$ cat config.mk
export PLATFORM = sky130hd
export DESIGN_NAME = multdiv_unit
export DESIGN_NICKNAME = d
export VERILOG_FILES = /design/src/rtl/multdiv_unit.sv
export SDC_FILE = /design/constraint.sdc
export NUM_CORES = 1
export LEC_CHECK = 0
export CAP_MARGIN = 30
export CORE_MARGIN = 4
export CORE_UTILIZATION = 60
export CTS_CLUSTER_DIAMETER = 40
export DETAILED_ROUTE_END_ITERATION = 6
export PLACE_DENSITY = 0.9
export SETUP_SLACK_MARGIN = 0.4
export SYNTH_ARGS = -nofsm -noshare
export SYNTH_HDL_FRONTEND = slang
export SYNTH_SLANG_ARGS = --single-unit
$ cat constraint.sdc
create_clock -name clock -period 8.85 [get_ports clock]
set_input_delay 1.77 -clock clock [delete_from_list [all_inputs] [get_ports clock]]
set_output_delay 1.77 -clock clock [all_outputs]
set_load 0.01 [all_outputs]
$ cat src/rtl/multdiv_unit.sv
// Iterative signed multiply / divide unit for the execute stage.
// Shift-add multiply or restoring divide on magnitudes, one iteration per clock, sign fixed at completion.
module multdiv_unit #(
    parameter int WIDTH = 32,
    parameter int CNT_W = 5
) (
    input  logic             clock,
    input  logic             reset_n,
    input  logic             ctrl_mult,
    input  logic             ctrl_div,
    input  logic [WIDTH-1:0] operand_a,
    input  logic [WIDTH-1:0] operand_b,
    output logic             busy,
    output logic             data_ready,
    output logic [WIDTH-1:0] result,
    output logic             exception
);

    localparam logic [1:0]         ST_IDLE  = 2'd0;
    localparam logic [1:0]         ST_RUN   = 2'd1;
    localparam logic [1:0]         ST_DONE  = 2'd2;
    localparam logic [CNT_W-1:0]   CNT_LAST = CNT_W'(WIDTH - 1);
    localparam logic [CNT_W-1:0]   CNT_ONE  = {{(CNT_W-1){1'b0}}, 1'b1};
    localparam logic [WIDTH-1:0]   ONE_W    = {{(WIDTH-1){1'b0}}, 1'b1};
    localparam logic [2*WIDTH-1:0] ONE_2W   = {{(2*WIDTH-1){1'b0}}, 1'b1};

    function automatic logic [WIDTH-1:0] abs_val(input logic [WIDTH-1:0] v);
        abs_val = v[WIDTH-1] ? (~v + ONE_W) : v;
    endfunction

    logic [1:0]         state_r;
    logic [CNT_W-1:0]   count_r;
    logic               sign_r;
    logic               op_div_r;
    logic [WIDTH-1:0]   mag_a_r;
    logic [WIDTH-1:0]   mag_b_r;
    logic [2*WIDTH-1:0] acc_r;
    logic               busy_r;
    logic               ready_r;
    logic [WIDTH-1:0]   result_r;
    logic               exception_r;

    logic               start_s;
    logic               start_div_s;
    logic               div_zero_s;
    logic [WIDTH:0]     madd_s;
    logic [2*WIDTH-1:0] mult_next_s;
    logic [WIDTH:0]     rem_shift_s;
    logic [WIDTH:0]     rem_diff_s;
    logic [2*WIDTH-1:0] div_next_s;
    logic [2*WIDTH-1:0] acc_next_s;
    logic [2*WIDTH-1:0] prod_s;
    logic [WIDTH-1:0]   quo_s;
    logic [WIDTH-1:0]   fin_result_s;
    logic               fin_exc_s;

    // Start decode and one iteration of the datapath, including the final sign fix-up.
    always_comb begin
        start_s     = ctrl_mult | ctrl_div;
        start_div_s = ctrl_div & ~ctrl_mult;
        div_zero_s  = start_div_s & (operand_b == {WIDTH{1'b0}});

        // Multiply: acc high half accumulates, low half collects product bits shifted in from above.
        madd_s      = {1'b0, acc_r[2*WIDTH-1:WIDTH]} + (mag_b_r[0] ? {1'b0, mag_a_r} : {(WIDTH+1){1'b0}});
        mult_next_s = {madd_s, acc_r[WIDTH-1:1]};

        // Divide: acc = {remainder, quotient}; dividend bits enter MSB-first from mag_a_r.
        rem_shift_s = {acc_r[2*WIDTH-1:WIDTH], mag_a_r[WIDTH-1]};
        rem_diff_s  = rem_shift_s - {1'b0, mag_b_r};
        if (!rem_diff_s[WIDTH]) begin
            div_next_s = {rem_diff_s[WIDTH-1:0], acc_r[WIDTH-2:0], 1'b1};
        end else begin
            div_next_s = {rem_shift_s[WIDTH-1:0], acc_r[WIDTH-2:0], 1'b0};
        end

        acc_next_s = op_div_r ? div_next_s : mult_next_s;
        prod_s     = sign_r ? (~acc_next_s + ONE_2W) : acc_next_s;
        quo_s      = sign_r ? (~acc_next_s[WIDTH-1:0] + ONE_W) : acc_next_s[WIDTH-1:0];

        if (op_div_r) begin
            fin_result_s = quo_s;
            fin_exc_s    = ~sign_r & quo_s[WIDTH-1];
        end else begin
            fin_result_s = prod_s[WIDTH-1:0];
            fin_exc_s    = (prod_s[2*WIDTH-1:WIDTH] != {WIDTH{prod_s[WIDTH-1]}});
        end
    end

    // Control FSM, operand/accumulator registers and registered outputs.
    always_ff @(posedge clock or negedge reset_n) begin
        if (!reset_n) begin
            state_r     <= ST_IDLE;
            count_r     <= {CNT_W{1'b0}};
            sign_r      <= 1'b0;
            op_div_r    <= 1'b0;
            mag_a_r     <= {WIDTH{1'b0}};
            mag_b_r     <= {WIDTH{1'b0}};
            acc_r       <= {(2*WIDTH){1'b0}};
            busy_r      <= 1'b0;
            ready_r     <= 1'b0;
            result_r    <= {WIDTH{1'b0}};
            exception_r <= 1'b0;
        end else begin
            case (state_r)
                ST_IDLE: begin
                    if (start_s) begin
                        sign_r   <= operand_a[WIDTH-1] ^ operand_b[WIDTH-1];
                        op_div_r <= start_div_s;
                        mag_a_r  <= abs_val(operand_a);
                        mag_b_r  <= abs_val(operand_b);
                        acc_r    <= {(2*WIDTH){1'b0}};
                        count_r  <= {CNT_W{1'b0}};
                        if (div_zero_s) begin
                            state_r     <= ST_DONE;
                            ready_r     <= 1'b1;
                            result_r    <= {WIDTH{1'b0}};
                            exception_r <= 1'b1;
                        end else begin
                            state_r     <= ST_RUN;
                            busy_r      <= 1'b1;
                            exception_r <= 1'b0;
                        end
                    end else begin
                        state_r <= ST_IDLE;
                    end
                end
                ST_RUN: begin
                    acc_r   <= acc_next_s;
                    mag_a_r <= op_div_r ? {mag_a_r[WIDTH-2:0], 1'b0} : mag_a_r;
                    mag_b_r <= op_div_r ? mag_b_r : {1'b0, mag_b_r[WIDTH-1:1]};
                    if (count_r == CNT_LAST) begin
                        count_r     <= {CNT_W{1'b0}};
                        state_r     <= ST_DONE;
                        busy_r      <= 1'b0;
                        ready_r     <= 1'b1;
                        result_r    <= fin_result_s;
                        exception_r <= fin_exc_s;
                    end else begin
                        count_r <= count_r + CNT_ONE;
                    end
                end
                ST_DONE: begin
                    state_r <= ST_IDLE;
                    ready_r <= 1'b0;
                end
                default: begin
                    state_r <= ST_IDLE;
                    busy_r  <= 1'b0;
                    ready_r <= 1'b0;
                end
            endcase
        end
    end

    assign busy       = busy_r;
    assign data_ready = ready_r;
    assign result     = result_r;
    assign exception  = exception_r;

endmodule

After elaboration in Yosys (flattened, before gate mapping)
Cells that the tools add are included.
{ "totals": {"reg_bits": 172, "inputBits": 68, "out_inout_bits": 35, "wordCells": 91} }
{ "op_classes": {"addsub": 7, "eq_ne": 10, "n_mux": 40, "bitwise_logic": 12, "reduce_logical": 11} }
{ "ops": {"columns": ["op", "n"], "rows": [
  ["2-to-1 mux 32 bit", 12],
  ["2-to-1 mux 64 bit", 4],
  ["case mux 32 bit (2 select lines)", 3],
  ["case mux 64 bit (2 select lines)", 1],
  ["adder 32 x 1 -> 32 bit (second input constant)", 3],
  ["inverter 32 bit", 3],
  ["adder 64 x 1 -> 64 bit (second input constant)", 1],
  ["inverter 64 bit", 1],
  ["adder 32 x 32 -> 33 bit", 1],
  ["subtractor 33 x 32 -> 33 bit", 1],
  ["zero test 32 bit", 1],
  ["inequality test 32 bit", 1],
  ["inequality test 2 bit (second input constant)", 6],
  ["AND reduction 3 bit", 4],
  ["2-to-1 mux 1 bit", 10],
  ["2-to-1 mux 5 bit", 2],
  ["case mux 5 bit (2 select lines)", 1],
  ["AND reduction 4 bit", 2],
  ["2-to-1 mux 2 bit", 3],
  ["adder 5 x 1 -> 5 bit (second input constant)", 1],
  ["equality test 5 bit (second input constant)", 1],
  ["case mux 1 bit (2 select lines)", 2],
  ["case mux 2 bit (2 select lines)", 1],
  ["AND reduction 2 bit", 2],
  ["other kinds (9)", 13]
]} }

Longest topological paths before layout
Gate-level depths: netlist of run 1.
{ "depth": {"word_depth": 10, "depth_mapped": 29, "ltp_nobuf": 26} }

Worst setup path after synthesis of run 1
No wires, ideal clock.
{ "synth_path": {"path_type": "register -> register", "from": "register acc_r[51]", "to": "register exception_r, in the netlist exception", "setup_time_ps": 133, "arrival_ps": 5949, "required_time_ps": 8717, "setup_slack_ps": 2768, "path_stages_with_launch": 29, "n_path_buf": 5, "period_less_slack_ps": 6082, "path_cell_list": "dfrtp_1 > ha_1 > clkbuf_1 > nand4_1 > nor4_2 > a22oi_1 > and4b_1 > buf_4 > a21oi_2 > buf_6 > buf_2 > nor2_1 > a21oi_1 > ha_1 > o211ai_1 > or3_1 > nor2b_1 > nand2_1 > or2_2 > buf_1 > nor3_2 > nand2_1 > o31ai_1 > xor2_1 > or4b_2 > o32ai_1 > o221ai_1 > a2111oi_1 > a21oi_1"} }
{ "synth_via": {"elab_chain_len": 10, "word_cells_on_any_way": 15, "cone_classes": "add/sub: 4; eq/ne: 1; mux: 7; bitwise: 3"} }
{ "synth_lines": {"columns": ["element", "line_no", "rtl"], "rows": [
  ["start, declared", "37", "logic [2*WIDTH-1:0] acc_r;"],
  ["start signal, assigned", "98", "acc_r <= {(2*WIDTH){1'b0}};"],
  ["start signal, assigned", "111", "acc_r <= {(2*WIDTH){1'b0}};"],
  ["start signal, assigned", "128", "acc_r <= acc_next_s;"],
  ["subtractor 33 x 32 -> 33 bit", "69", "rem_diff_s = rem_shift_s - {1'b0, mag_b_r};"],
  ["2-to-1 mux 64 bit", "70", "if (!rem_diff_s[WIDTH]) begin"],
  ["2-to-1 mux 64 bit *", "76", "acc_next_s = op_div_r ? div_next_s : mult_next_s;"],
  ["inverter 64 bit or inverter 32 bit (tied branches)", "77, 78", null],
  ["adder 64 x 1 -> 64 bit or adder 32 x 1 -> 32 bit (tied branches)", "77, 78", null],
  ["2-to-1 mux 64 bit or 2-to-1 mux 32 bit (tied branches)", "77, 78", null],
  ["inequality test 32 bit or bitwise AND 1 bit (tied branches)", "85, 82", null],
  ["2-to-1 mux 1 bit *", "80", "if (op_div_r) begin"],
  ["2-to-1 mux 1 bit *", "131", "if (count_r == CNT_LAST) begin"],
  ["case mux 1 bit (2 select lines) *", "104", "case (state_r)"],
  ["end signal, assigned", "137", "exception_r <= fin_exc_s;"],
  ["end, declared", "41", "logic exception_r;"]
]} }
Every way passes the cells marked *; elsewhere a longest branch is shown, timed or not. The select of a mux whose other input is x is not followed.
A chain may end at the register's enable or synchronous reset.

Worst setup path in the final report of run 1
{ "layout_path": {"from": "register acc_r[50]", "to": "register exception_r, in the netlist exception"} }
Same word-level chain as after synthesis.

==> flow_summary.toml, run 1 <==
[sta]
fin_crit_sh_pct = 86.3
setup_viol = 0
rsz0062_at_grt = "false"
tns_ns = 0
finalMaxSlewViolations = 0
hold_viol = 0
worstMarginPinSlew_ns = 1.10
max_clock_freq_mhz = 131
skew_ns = 0.0233
min_period_ns = 7.64
max_slew_margin_pct = 26.5

[critical_path]
required_ns = 9.17
reg2reg_from = "acc_r[50]"
r2r_setup_slack_ns = 1.21
critPathKind = "flip-flop to flip-flop"
end_kind = "flip-flop"
reg2reg_to = "exception"
cp.arrival_ns = 7.96
path_max_fanout = 12
crit_path_start_kind = "flip-flop"
rr_worst_depth = 23

[synth]
yosys-top-cells-area = "dfrtp_1, o21ai_0, xor2_1"
ys.flop_type = "dfrtp_1"
ys_seq_elements = 172
synth_top_family_by_area = "compound AO/OA/AOI/OAI gates"
syn_area_sq_um = 15800
synth_adder_area_share_pct = 5.81
yosysMostFrequentCell = "nand2_1"
synth_top_area_cell = "dfrtp_1"
synth-simple-area-share_pct = 22.4
synthTopCellsByCount = "nand2_1, o21ai_0, dfrtp_1"
synth_edf_count = 0
synth-compound-area-share_pct = 27.7
synth_top_area_share_pct = 27.3
synth_warnings = 0
syn_nets = 2156
synthArstFlopShare_pct = 100
syn_avg_cell_area_sq_um = 7.82
yosysUniqueCellTypes = 97
synthXorXnorAreaFrac_pct = 8.94
ys_seq_area_share_pct = 27.3
synth.mux.area_fraction_pct = 2.83
syn_inst = 2016

[place]
io_buffers = 102
gp_congestion = 1.05
dpl.hpwl_um = 41200

[clock_tree]
clkSinkCount = 172
cts_tree = "built"
holdBufCountCts = 0
cts_inserted_buffers = 17
clockBufferDepth = 2
worstSkewPairLatency_ns = 0.46
cts-root-buf = "clkbuf_16"
clk_pin_slew_ns = 0.09
htreeDepth = 4
ctsResizeCount = 0
cts_setup_buffers = 0

[finish]
layout-drive-gt1-share_pct = 5.46
antenna_cells = 0
fill_cells = 2168
final-seq-area_sq_um = 4310
multi_input_area_sq_um = 10700
final_nets = 2180
area_growth_pct = 11.0

[die]
core_area_sq_um = 26000
die_w_um = 170
dieArea_sq_um = 28900
io-pin-count = 103
die_h_um = 170
start_util_pct = 60.7
rows = 59

[grt]
grt_first_pass_wirelength_um = 83100
grtUsageTotal_pct = 36.4
grt_pass1_vias = 14800
antenna_found_initial = 2
grt_overflow_total = 0
grt_max_degree = 97

[run_status]
violations = "DRC"
status = "finished, violations left"

[detailed_routing]
drc = 3
avgViaCountPerCell = 6.71
routed_wl_um = 53900
drtPass1Iterations = 7
antenna_left = 0
post_drt_wl_per_cell_um = 22.6
dr_total_vias = 16000
drt_iter0_drc = 1898

[run]
cap_violations = 0

[worst_hold_path]
worstHoldStart = "acc_r[31]"
hold_end = "acc_r[31]"
hold_class = "flip-flop to flip-flop"
hold_depth = 2
==> metrics by stage <==
step / cell area (sq um) / setup WS [ns] / hold slack (ns) / util, % / cells
after global routing: 17500 / 0.836 / 0.523 / 67.3 / 2388
after CTS: 17500 / 1.49 / 0.488 / 67.3 / 2388
after global placement: 16800 / 1.63 / 0.468 / 64.8 / 2353
after floorplan: 15800 / 2.77 / 0.449 / - / 2016
final: 17500 / 1.21 / 0.486 / 67.3 / 2388
after detailed placement: 16900 / 1.52 / 0.472 / 65.0 / 2356
==> worst max-delay path, cell delays in order, from the launching register on <==
cell and delay, ns:
dfrtp_1 0.48, ha_1 0.44, a21oi_1 0.23, o21ai_0 0.21, a22oi_1 0.24, nand4b_1 0.62, o31ai_1 0.61, nor2_1 0.18
a21oi_1 0.30, ha_1 0.25, o211ai_1 0.16, or3_1 0.45, nor2b_1 0.28, nand2_1 0.15, or2_2 0.42, nor3_2 0.30
nand2_1 0.20, o31ai_1 0.29, xor2_1 0.13, or4b_2 0.64, o32ai_1 0.19, o221ai_1 0.18, a2111oi_1 0.41, a21oi_1 0.11
==> state kept, by name, summed over array words and instances, names as in the netlist <==
signal      cells
acc_r          64
mag_a_r        32
mag_b_r        32
result         32
count_r         5
state_r         2
busy            1
data_ready      1
exception       1
op_div_r        1
sign_r          1
==> metal layers <==
metal	vias up	GRT usage (%)	wire length [um]
met5	-	0	27
met4	4	14.8	2510
met3	137	8.99	4730
met2	755	55.7	23500
met1	7682	49.5	23100
li1	7448	-	-
==> worst max-delay path by stage <==
| stage | startpoint | to | slack [ns] | cells after the start |
|---|---|---|---|---|
| global route | mag_b_r[0] | exception | 0.84 | 25 |
| detailed placement | mag_b_r[0] | exception | 1.52 | 25 |
| finish | acc_r[50] | exception | 1.21 | 23 |
| floorplan | acc_r[51] | exception | 2.77 | 28 |
| global placement | acc_r[50] | exception | 1.63 | 23 |
| CTS | acc_r[50] | exception | 1.49 | 23 |
==> cells by family after synthesis <==
logic type                 Yosys count
AOI/OAI and AO/OA                  666
xor gates and xnor gates           160
adders and majority gates           72
buffers and inverters              183
DFF                                172
muxes                               44
and+or+nand+nor                    719
==> area by class of cell <==
class	count	share of cell area [%]
multi-input combinational	1661	61.1
timing repair buffer	126	6.99
sequential	172	24.6
tap	335	2.40
clock inverter	13	1.04
inverter	62	1.33
clock buffer	19	2.47
==> cells in the final DEF (no fill, tap or decap), drive strengths merged, types with 8 or more instances in the layout <==
master | Yosys | final
o211ai | 24 | 24
ha | 70 | 70
a41oi | 11 | 11
and2 | 42 | 42
nand2 | 234 | 234
nand3 | 47 | 47
nor3 | 60 | 60
nand4 | 26 | 26
a211o | 8 | 8
o21a | 13 | 13
a22o | 47 | 47
xnor2 | 46 | 46
nor2 | 160 | 160
a31oi | 22 | 22
a21oi | 146 | 146
or4 | 17 | 17
clkbuf | 80 | 19
a21o | 20 | 20
inv | 62 | 67
and3 | 18 | 18
nor4 | 16 | 16
nand2b | 17 | 17
nor2b | 21 | 21
buf | 41 | 25
dfrtp | 172 | 172
or3 | 19 | 19
o21ai | 226 | 226
o41ai | 18 | 18
or2 | 11 | 11
xor2 | 114 | 114
o31ai | 31 | 31
clkdlybuf4s50 | 0 | 101
mux2i | 40 | 40
a211oi | 19 | 19
Power of run 1 is not shown: default switching activity piles up to over one toggle a cycle in this logic, so the estimate is an artifact.
==> run 2, diff against run 1 <==
--- a/config.mk
+++ b/config.mk
@@ -5,13 +5,13 @@
 export SDC_FILE = /design/constraint.sdc
 export NUM_CORES = 1
 export LEC_CHECK = 0
-export CAP_MARGIN = 30
 export CORE_MARGIN = 4
 export CORE_UTILIZATION = 60
 export CTS_CLUSTER_DIAMETER = 40
 export DETAILED_ROUTE_END_ITERATION = 6
 export PLACE_DENSITY = 0.9
 export SETUP_SLACK_MARGIN = 0.4
+export SKIP_LAST_GASP = 1
 export SYNTH_ARGS = -nofsm -noshare
 export SYNTH_HDL_FRONTEND = slang
 export SYNTH_SLANG_ARGS = --single-unit
==> run 2 against run 1 <==
Net effect: die area stayed put; cell count hardly changed; non-clock buffer count is 3 lower; clock-buffer cell count stayed put; largest cell class unchanged; clock skew is 0.0043 ns higher; global-route usage is 0.20 points lower; sequential cell count stayed put; critical path depth stayed put; the flow still finishes with violations (DRC); worst setup slack better by 0.11 ns.
==> flow_summary.toml, run 2 (synthesis results as in run 1) <==
[run_status]
status = "finished, violations left"
violations = "DRC"

[sta]
tns_ns = 0
skew_ns = 0.0276
finalMaxSlewViolations = 0
worstMarginPinSlew_ns = 1.21
min_period_ns = 7.53
fin_crit_sh_pct = 85.1
setup_viol = 0
rsz0062_at_grt = "false"
max_slew_margin_pct = 19.0
max_clock_freq_mhz = 133
hold_viol = 0

[grt]
grt_overflow_total = 0
grtUsageTotal_pct = 36.2
grt_pass1_vias = 14700
grt_first_pass_wirelength_um = 82500
grt_max_degree = 97
antenna_found_initial = 1

[clock_tree]
clk_pin_slew_ns = 0.09
cts_setup_buffers = 0
holdBufCountCts = 0
htreeDepth = 4
cts-root-buf = "clkbuf_16"
cts_inserted_buffers = 17
cts_tree = "built"
ctsResizeCount = 0
clockBufferDepth = 2
worstSkewPairLatency_ns = 0.45
clkSinkCount = 172

[worst_hold_path]
worstHoldStart = "acc_r[31]"
hold_end = "acc_r[31]"
hold_class = "flip-flop to flip-flop"
hold_depth = 2

[detailed_routing]
drtPass1Iterations = 7
drt_iter0_drc = 1944
routed_wl_um = 53300
post_drt_wl_per_cell_um = 22.3
drc = 1
antenna_left = 0
dr_total_vias = 15900
avgViaCountPerCell = 6.65

[finish]
area_growth_pct = 10.7
post-route-cell-area_sq_um = 17500
regMostFlops = "acc_r"
layout-drive-gt1-share_pct = 5.32
final_nets = 2177
layout.cells.most_common_list = "nand2_1, o21ai_0, dfrtp_1"
largest_reg_flops = 64
final_common_cell = "nand2_1"

[die]
rows = 59
io-pin-count = 103
start_util_pct = 60.7
die_w_um = 170
die_h_um = 170
dieArea_sq_um = 28900
core_area_sq_um = 26000

[place]
dpl.hpwl_um = 41100
gp_congestion = 1.05
io_buffers = 102
dpl-instance-area_sq_um = 16800

[critical_path]
reg2reg_from = "acc_r[50]"
rr_worst_depth = 23
cp.arrival_ns = 7.84
path_max_fanout = 12
r2r_setup_slack_ns = 1.32
crit_path_start_kind = "flip-flop"
critPathKind = "flip-flop to flip-flop"
required_ns = 9.16
end_kind = "flip-flop"
reg2reg_to = "exception"

[run]
cap_violations = 0
## run 2: changes by cell type in the layout (fill, tap and decap cells not counted), sizes merged
cell      change
buf           -3
clkinv        +1
clkinvlp      -1
diode         +1
## run 2: stage by stage
step / hold slack [ns] / util, % / std cells / worst slack (ns)
floorplan: 0.449 / - / 2016 / 2.77
global placement: 0.468 / 64.8 / 2353 / 1.63
detailed placement: 0.477 / 64.8 / 2353 / 1.52
CTS: 0.492 / 67.2 / 2385 / 1.50
global route: 0.522 / 67.2 / 2385 / 0.787
finish: 0.494 / 67.2 / 2386 / 1.32
## run 2: worst max-delay path, stage by stage (launching register included)
cell and delay, ns:
dfrtp_1 0.47, ha_1 0.44, a21oi_1 0.24, o21ai_0 0.21, a22oi_1 0.23, nand4b_1 0.60
o31ai_1 0.58, nor2_1 0.18, a21oi_1 0.30, ha_1 0.25, o211ai_1 0.16, or3_1 0.44
nor2b_1 0.27, nand2_1 0.16, or2_2 0.42, nor3_2 0.31, nand2_1 0.20, o31ai_1 0.28
xor2_1 0.13, or4b_2 0.64, o32ai_1 0.19, o221ai_1 0.18, a2111oi_1 0.41, a21oi_1 0.11
## run 2: area by class of cell
cell class / instances / area, sq um
diodes: 1 / 2.50
clock inverters: 13 / 183
repair buffers: 123 / 1180
flip-flops and latches: 172 / 4310
clock buffers: 19 / 433
well taps: 335 / 419
inverters: 62 / 233
multi-input cells: 1661 / 10700
fillers: 2166 / 8530
## run 2: layer usage
layer	part of all wire [%]	wire length (um)	GRT usage [%]	up-vias
met5	0.021	11	0	-
met4	3.8	2010	13.3	2
met3	9.3	4980	9.31	111
met2	44	23500	56.0	741
met1	43	22800	49.1	7560
li1	-	-	-	7455
## run 2: worst max path at each step
stage / cells past startpoint / to / from
after floorplan: 28 / exception / acc_r[51]
after global placement: 23 / exception / acc_r[50]
after detailed placement: 25 / exception / mag_b_r[0]
after CTS: 23 / exception / acc_r[50]
after global routing: 25 / exception / mag_b_r[0]
final: 23 / exception / acc_r[50]
Power of run 2 is left out for the same reason.
==> RTL edit 1: new RTL, flow settings as in run 1 <==
Set the parameter `WIDTH` to 16 (it was 32).
--- a/src/rtl/multdiv_unit.sv
+++ b/src/rtl/multdiv_unit.sv
@@ -1,7 +1,7 @@
 // Iterative signed multiply / divide unit for the execute stage.
 // Shift-add multiply or restoring divide on magnitudes, one iteration per clock, sign fixed at completion.
 module multdiv_unit #(
-    parameter int WIDTH = 32,
+    parameter int WIDTH = 16,
     parameter int CNT_W = 5
 ) (
     input  logic             clock,
Interface: changed (resized operand_a, operand_b and result); port bits go from 103 to 55. No check against the original RTL was run, so the function may have changed too.
==> RTL edit 1 against run 1 <==
- worst setup slack improved by 1.3 ns
- count of clock-buffer cells in the layout decreased by 10
- final area decreased by 49%
- area after synthesis decreased by 50%
- synthesized cell count decreased by 50%
- die area decreased by 48%
- routed wire length decreased by 58%
- first-iteration DRC count decreased by 51%
- sequential cell count decreased by 80
- core utilization increased by 2.1 points
- largest cell class unchanged
- highest routed layer is now met4
Power is left out: the tool's default activity adds up to more than one toggle a clock period on the data nets, which glitch-free logic cannot reach.
==> RTL edit 1: results (changes against run 1) <==
.. list-table::
   :header-rows: 1

   * - Metric
     - Value
   * - Run status
     - finished clean (was complete, but fails checks)
   * - Commonest cells in the netlist
     - nand2_1 (128), o21ai_0 (95), dfrtp_1 (92), nor2_1 (86), a21oi_1 (76) (was nand2_1 (233), o21ai_0 (216), dfrtp_1 (172), nor2_1 (160), a21oi_1 (143))
   * - Maximum number of pins on one net before global-route repair
     - 70 (was 97)
   * - Worst reg2reg setup slack
     - 2.46 ns (was 1.21 ns)
   * - Post-synthesis sequential area ratio
     - 29.1% (was 27.3%)
   * - Synthesized-area fraction occupied by adder cells
     - 6.36% (was 5.81%)
   * - Top layer reached by signal wires
     - met4 (was met5)
   * - CTS buffer count
     - 9 (was 17)
   * - Post-route clock period utilization
     - 72.2% (was 86.3%)
   * - Ratio of routed vias to standard cells
     - 6.60 (was 6.71)
   * - Final WL
     - 22.6 mm (was 53.9 mm)
   * - Via count of the first global-routing pass
     - 7314 (was 14798)
   * - Worst slew margin relative to its limit
     - 40.3% (was 26.5%)
   * - Worst path arrival time
     - 6.63 ns (was 7.96 ns)
   * - Maximum fanout along the worst path
     - 18 (was 12)
   * - Final estimated routing congestion in global placement
     - 1.01 (was 1.05)
   * - Worst slack after detailed placement
     - 2.63 ns (was 1.52 ns)
   * - Average size of a mapped cell
     - 7.87 um^2 (was 7.82 um^2)
   * - Wire length of the first global-routing pass
     - 36.7 mm (was 83.1 mm)
   * - Share of layout cells above drive strength 1
     - 4.65% (was 5.46%)
   * - Non-filler cells, final
     - 1205 (was 2388)
   * - Clock input transition at the sequential cells of the worst setup and hold paths
     - 0.07 ns (was 0.09 ns)
   * - Biggest cell delay along the critical path
     - 0.57 ns (was 0.64 ns)
   * - Largest cells by area after synthesis
     - dfrtp_1 (29%), nand2_1 (6.1%), o21ai_0 (6.0%) (was dfrtp_1 (27%), o21ai_0 (6.9%), xor2_1 (6.3%))
   * - Buffers added on ports
     - 54 (was 102)
   * - Mux cell area share after synthesis
     - 3.70% (was 2.83%)
   * - Met2 routed wirelength
     - 10.3 mm (was 23.5 mm)
   * - Number of flip-flops under the largest register name
     - 32 (was 64)
==> RTL edit 1: changes by cell type after synthesis, sizes merged, moves of 40 or more <==
cell,before,now
dfrtp,172,92
nand2,234,128
a21oi,146,76
clkbuf,80,40
nor2,160,87
o21ai,226,98
nor3,60,20
xor2,114,43
==> RTL edit 1: cell type report <==
cell class,count,area [um^2]
tap,172,215
sequential,92,2300
clock inverter,7,91.3
multi-input combinational,827,5290
timing repair buffer,63,613
inverter,35,131
clock buffer,9,225
fill,985,3910
==> RTL edit 1: tightest hold or removal path, cell delays in order, from the launching register on <==
cell,delay (ns)
dfrtp_1,0.35
nand2_1,0.05
o31ai_1,0.06
==> RTL edit 1: metal layers <==
layer | track usage, % | vias to the layer above
met5 | 0 | -
met4 | 12.9 | 0
met3 | 5.62 | 74
met2 | 48.2 | 473
met1 | 42.0 | 3696
li1 | - | 3713
==> RTL edit 1: cell families after synthesis <==
logic type | after synthesis
buffers and inverters | 85
XOR/XNOR | 73
multiplexers | 29
AND/OR/NAND/NOR | 359
adder cells (fa/ha/maj) | 39
AO/OA/AOI/OAI | 327
flip-flops | 92
==> RTL edit 1: how the worst min path moves through the flow <==
stage | from | endpoint | slack, ns | cells past startpoint
2_1_floorplan | acc_r[15] | acc_r[15] | 0.45 | 2
3_3_place_gp | result[2] | result[2] | 0.47 | 2
3_5_place_dp | result[4] | result[4] | 0.47 | 2
4_1_cts | result[4] | result[4] | 0.49 | 2
5_1_grt | result[11] | result[11] | 0.52 | 1
6_report | result[4] | result[4] | 0.49 | 2
==> RTL edit 2: new RTL, flow settings as in run 1 <==
Made on the original files. Make the reset (`reset_n`) synchronous in one clocked block.
--- a/src/rtl/multdiv_unit.sv
+++ b/src/rtl/multdiv_unit.sv
@@ -87,7 +87,7 @@
     end
 
     // Control FSM, operand/accumulator registers and registered outputs.
-    always_ff @(posedge clock or negedge reset_n) begin
+    always_ff @(posedge clock) begin
         if (!reset_n) begin
             state_r     <= ST_IDLE;
             count_r     <= {CNT_W{1'b0}};
Check against the original RTL: differs if reset_n is asserted again (counterexample within 4 cycles, from zero or initial values and one cycle with reset_n low); with reset_n held inactive, the same outputs for 10 cycles.
==> RTL edit 2 against run 1 <==
- the flow still finishes with violations (design-rule violations)
- sequential cell count unchanged
- critical endpoint is now exception
- final area is 3.7% lower
- area after synthesis down 4.1%
- highest routed layer unchanged
- count of clock-buffer cells in the layout decreased by 2
- global-route usage down 3.5 points
- sequential share of layout area fell by 4.2 points
- routed wire length decreased by 12%
- non-clock buffer count decreased by 5
- worst setup slack improved by 0.79 ns
- synthesized cell count grew 0.94%
==> RTL edit 2: results (changes against run 1) <==
.. list-table::
   :header-rows: 1

   * - Metric
     - Value
   * - Run status
     - complete, but fails checks (unchanged)
   * - Failing checks
     - design-rule violations (unchanged)
   * - Worst slew margin relative to its limit
     - 32.4% (was 26.5%)
   * - Startpoint of the most critical register-to-register path
     - mag_b_r[0] (was acc_r[50])
   * - Leading register cell type out of synthesis
     - dfxtp_1 (was dfrtp_1)
   * - Ys async rst share
     - 0% (was 100%)
   * - Share of layout cells above drive strength 1
     - 5.83% (was 5.46%)
   * - Worst path arrival time
     - 7.18 ns (was 7.96 ns)
   * - Starting DRC count in detailed routing
     - 1801 (was 1898)
   * - Met2 routed wirelength
     - 21.8 mm (was 23.5 mm)
   * - Biggest cell delay along the critical path
     - 0.61 ns (was 0.64 ns)
   * - Worst setup path category
     - reg -> reg (unchanged)
   * - Per-cell routed wire length
     - 20.0 um (was 22.6 um)
   * - Commonest cells in the netlist
     - nor2_1 (326), a21oi_1 (173), dfxtp_1 (172), nand2_1 (119), xor2_1 (97) (was nand2_1 (233), o21ai_0 (216), dfrtp_1 (172), nor2_1 (160), a21oi_1 (143))
   * - Total routing usage reported by global routing
     - 32.8% (was 36.4%)
   * - Buffer count from post-CTS setup fixing
     - 0 (unchanged)
   * - Slowest cell on crit path
     - nor4_1 (was or4b_2)
   * - Mux cell area share after synthesis
     - 5.14% (was 2.83%)
   * - Largest cells by area after synthesis
     - dfxtp_1 (23%), nor2_1 (8.1%), ha_1 (5.8%) (was dfrtp_1 (27%), o21ai_0 (6.9%), xor2_1 (6.3%))
   * - Area fraction in compound gates after synthesis
     - 28.6% (was 27.7%)
   * - Detailed placement HPWL
     - 35.2 mm (was 41.2 mm)
   * - Most flops, register
     - acc_r (unchanged)
   * - Post-synthesis sequential area ratio
     - 22.8% (was 27.3%)
   * - Routed met3 length
     - 3.82 mm (was 4.73 mm)
   * - Number of vias after detailed routing
     - 15834 (was 16026)
   * - Final clock skew
     - 0.0195 ns (was 0.0233 ns)
   * - Via count of the first global-routing pass
     - 14821 (was 14798)
   * - Yosys warns
     - 0 (unchanged)
   * - Syn Nets
     - 2175 (was 2156)
   * - Count of unresolved DRC violations after routing
     - 4 (was 3)
   * - Leakage power figure
     - 6.71 nW
   * - Buffers added on ports
     - 102 (unchanged)
   * - Start point of the worst min-delay path
     - mag_b_r[1] (was acc_r[31])
   * - Post-synthesis cell type count
     - 96 (was 97)
   * - Initial antenna violation count
     - 1 (was 2)
   * - Top layer reached by signal wires
     - met5 (unchanged)
   * - Synthesized-area fraction occupied by adder cells
     - 6.13% (was 5.81%)
   * - Xor and xnor area share after synthesis
     - 9.10% (was 8.94%)
   * - Worst slack after detailed placement
     - 2.26 ns (was 1.52 ns)
   * - Met1 Wirelength
     - 20.1 mm (was 23.1 mm)
   * - Maximum number of pins on one net before global-route repair
     - 104 (was 97)
   * - Final estimated routing congestion in global placement
     - 1.09 (was 1.05)
==> RTL edit 2: kinds of logic after synthesis <==
logic type | after synthesis
buf+inv | 187
mux | 73
compound gates | 642
simple gates | 731
xor+xnor | 157
flops | 172
fa+ha+maj | 73
==> RTL edit 2: final timing paths <==
check                                   to  slack (ns)  cells past startpoint
worst min register to register  mag_b_r[1]        0.47                      2
worst min-delay path            mag_b_r[1]        0.47                      2
worst max-delay path             exception        2.00                     24
worst max register to register   exception        2.00                     24
==> RTL edit 2: routing by layer <==
layer | vias up | track usage (%)
li1 | 7504 | -
met1 | 7503 | 43.4
met2 | 696 | 53.8
met3 | 129 | 6.02
met4 | 2 | 12.1
met5 | - | 0
==> RTL edit 2: final cells by class <==
type / instances / area (um^2)
Tap cell: 324 / 405
Fill cell: 2059 / 7680
Clock inverter: 15 / 216
Multi-Input combinational cell: 1676 / 10900
Timing Repair Buffer: 121 / 1200
Sequential cell: 172 / 3450
Clock buffer: 17 / 425
Inverter: 56 / 213
==> RTL edit 2: through the flow <==
| stage | cell area, um^2 | hold slack [ns] | instances |
|---|---|---|---|
| 3_3_place_gp | 16200 | 0.444 | 2347 |
| 3_5_place_dp | 16200 | 0.454 | 2348 |
| 2_1_floorplan | 15100 | 0.432 | 2035 |
| 6_report | 16900 | 0.471 | 2381 |
| 5_1_grt | 16900 | 0.477 | 2381 |
| 4_1_cts | 16800 | 0.467 | 2380 |
==> RTL edit 2: where the power goes <==
group          internal (W)  switching (W)  leakage (nW)
combinational      0.000440       0.000763          5.00
clock              0.000397       0.000431         0.307
sequential         0.000824      0.0000516          1.40
total               0.00166        0.00125          6.71
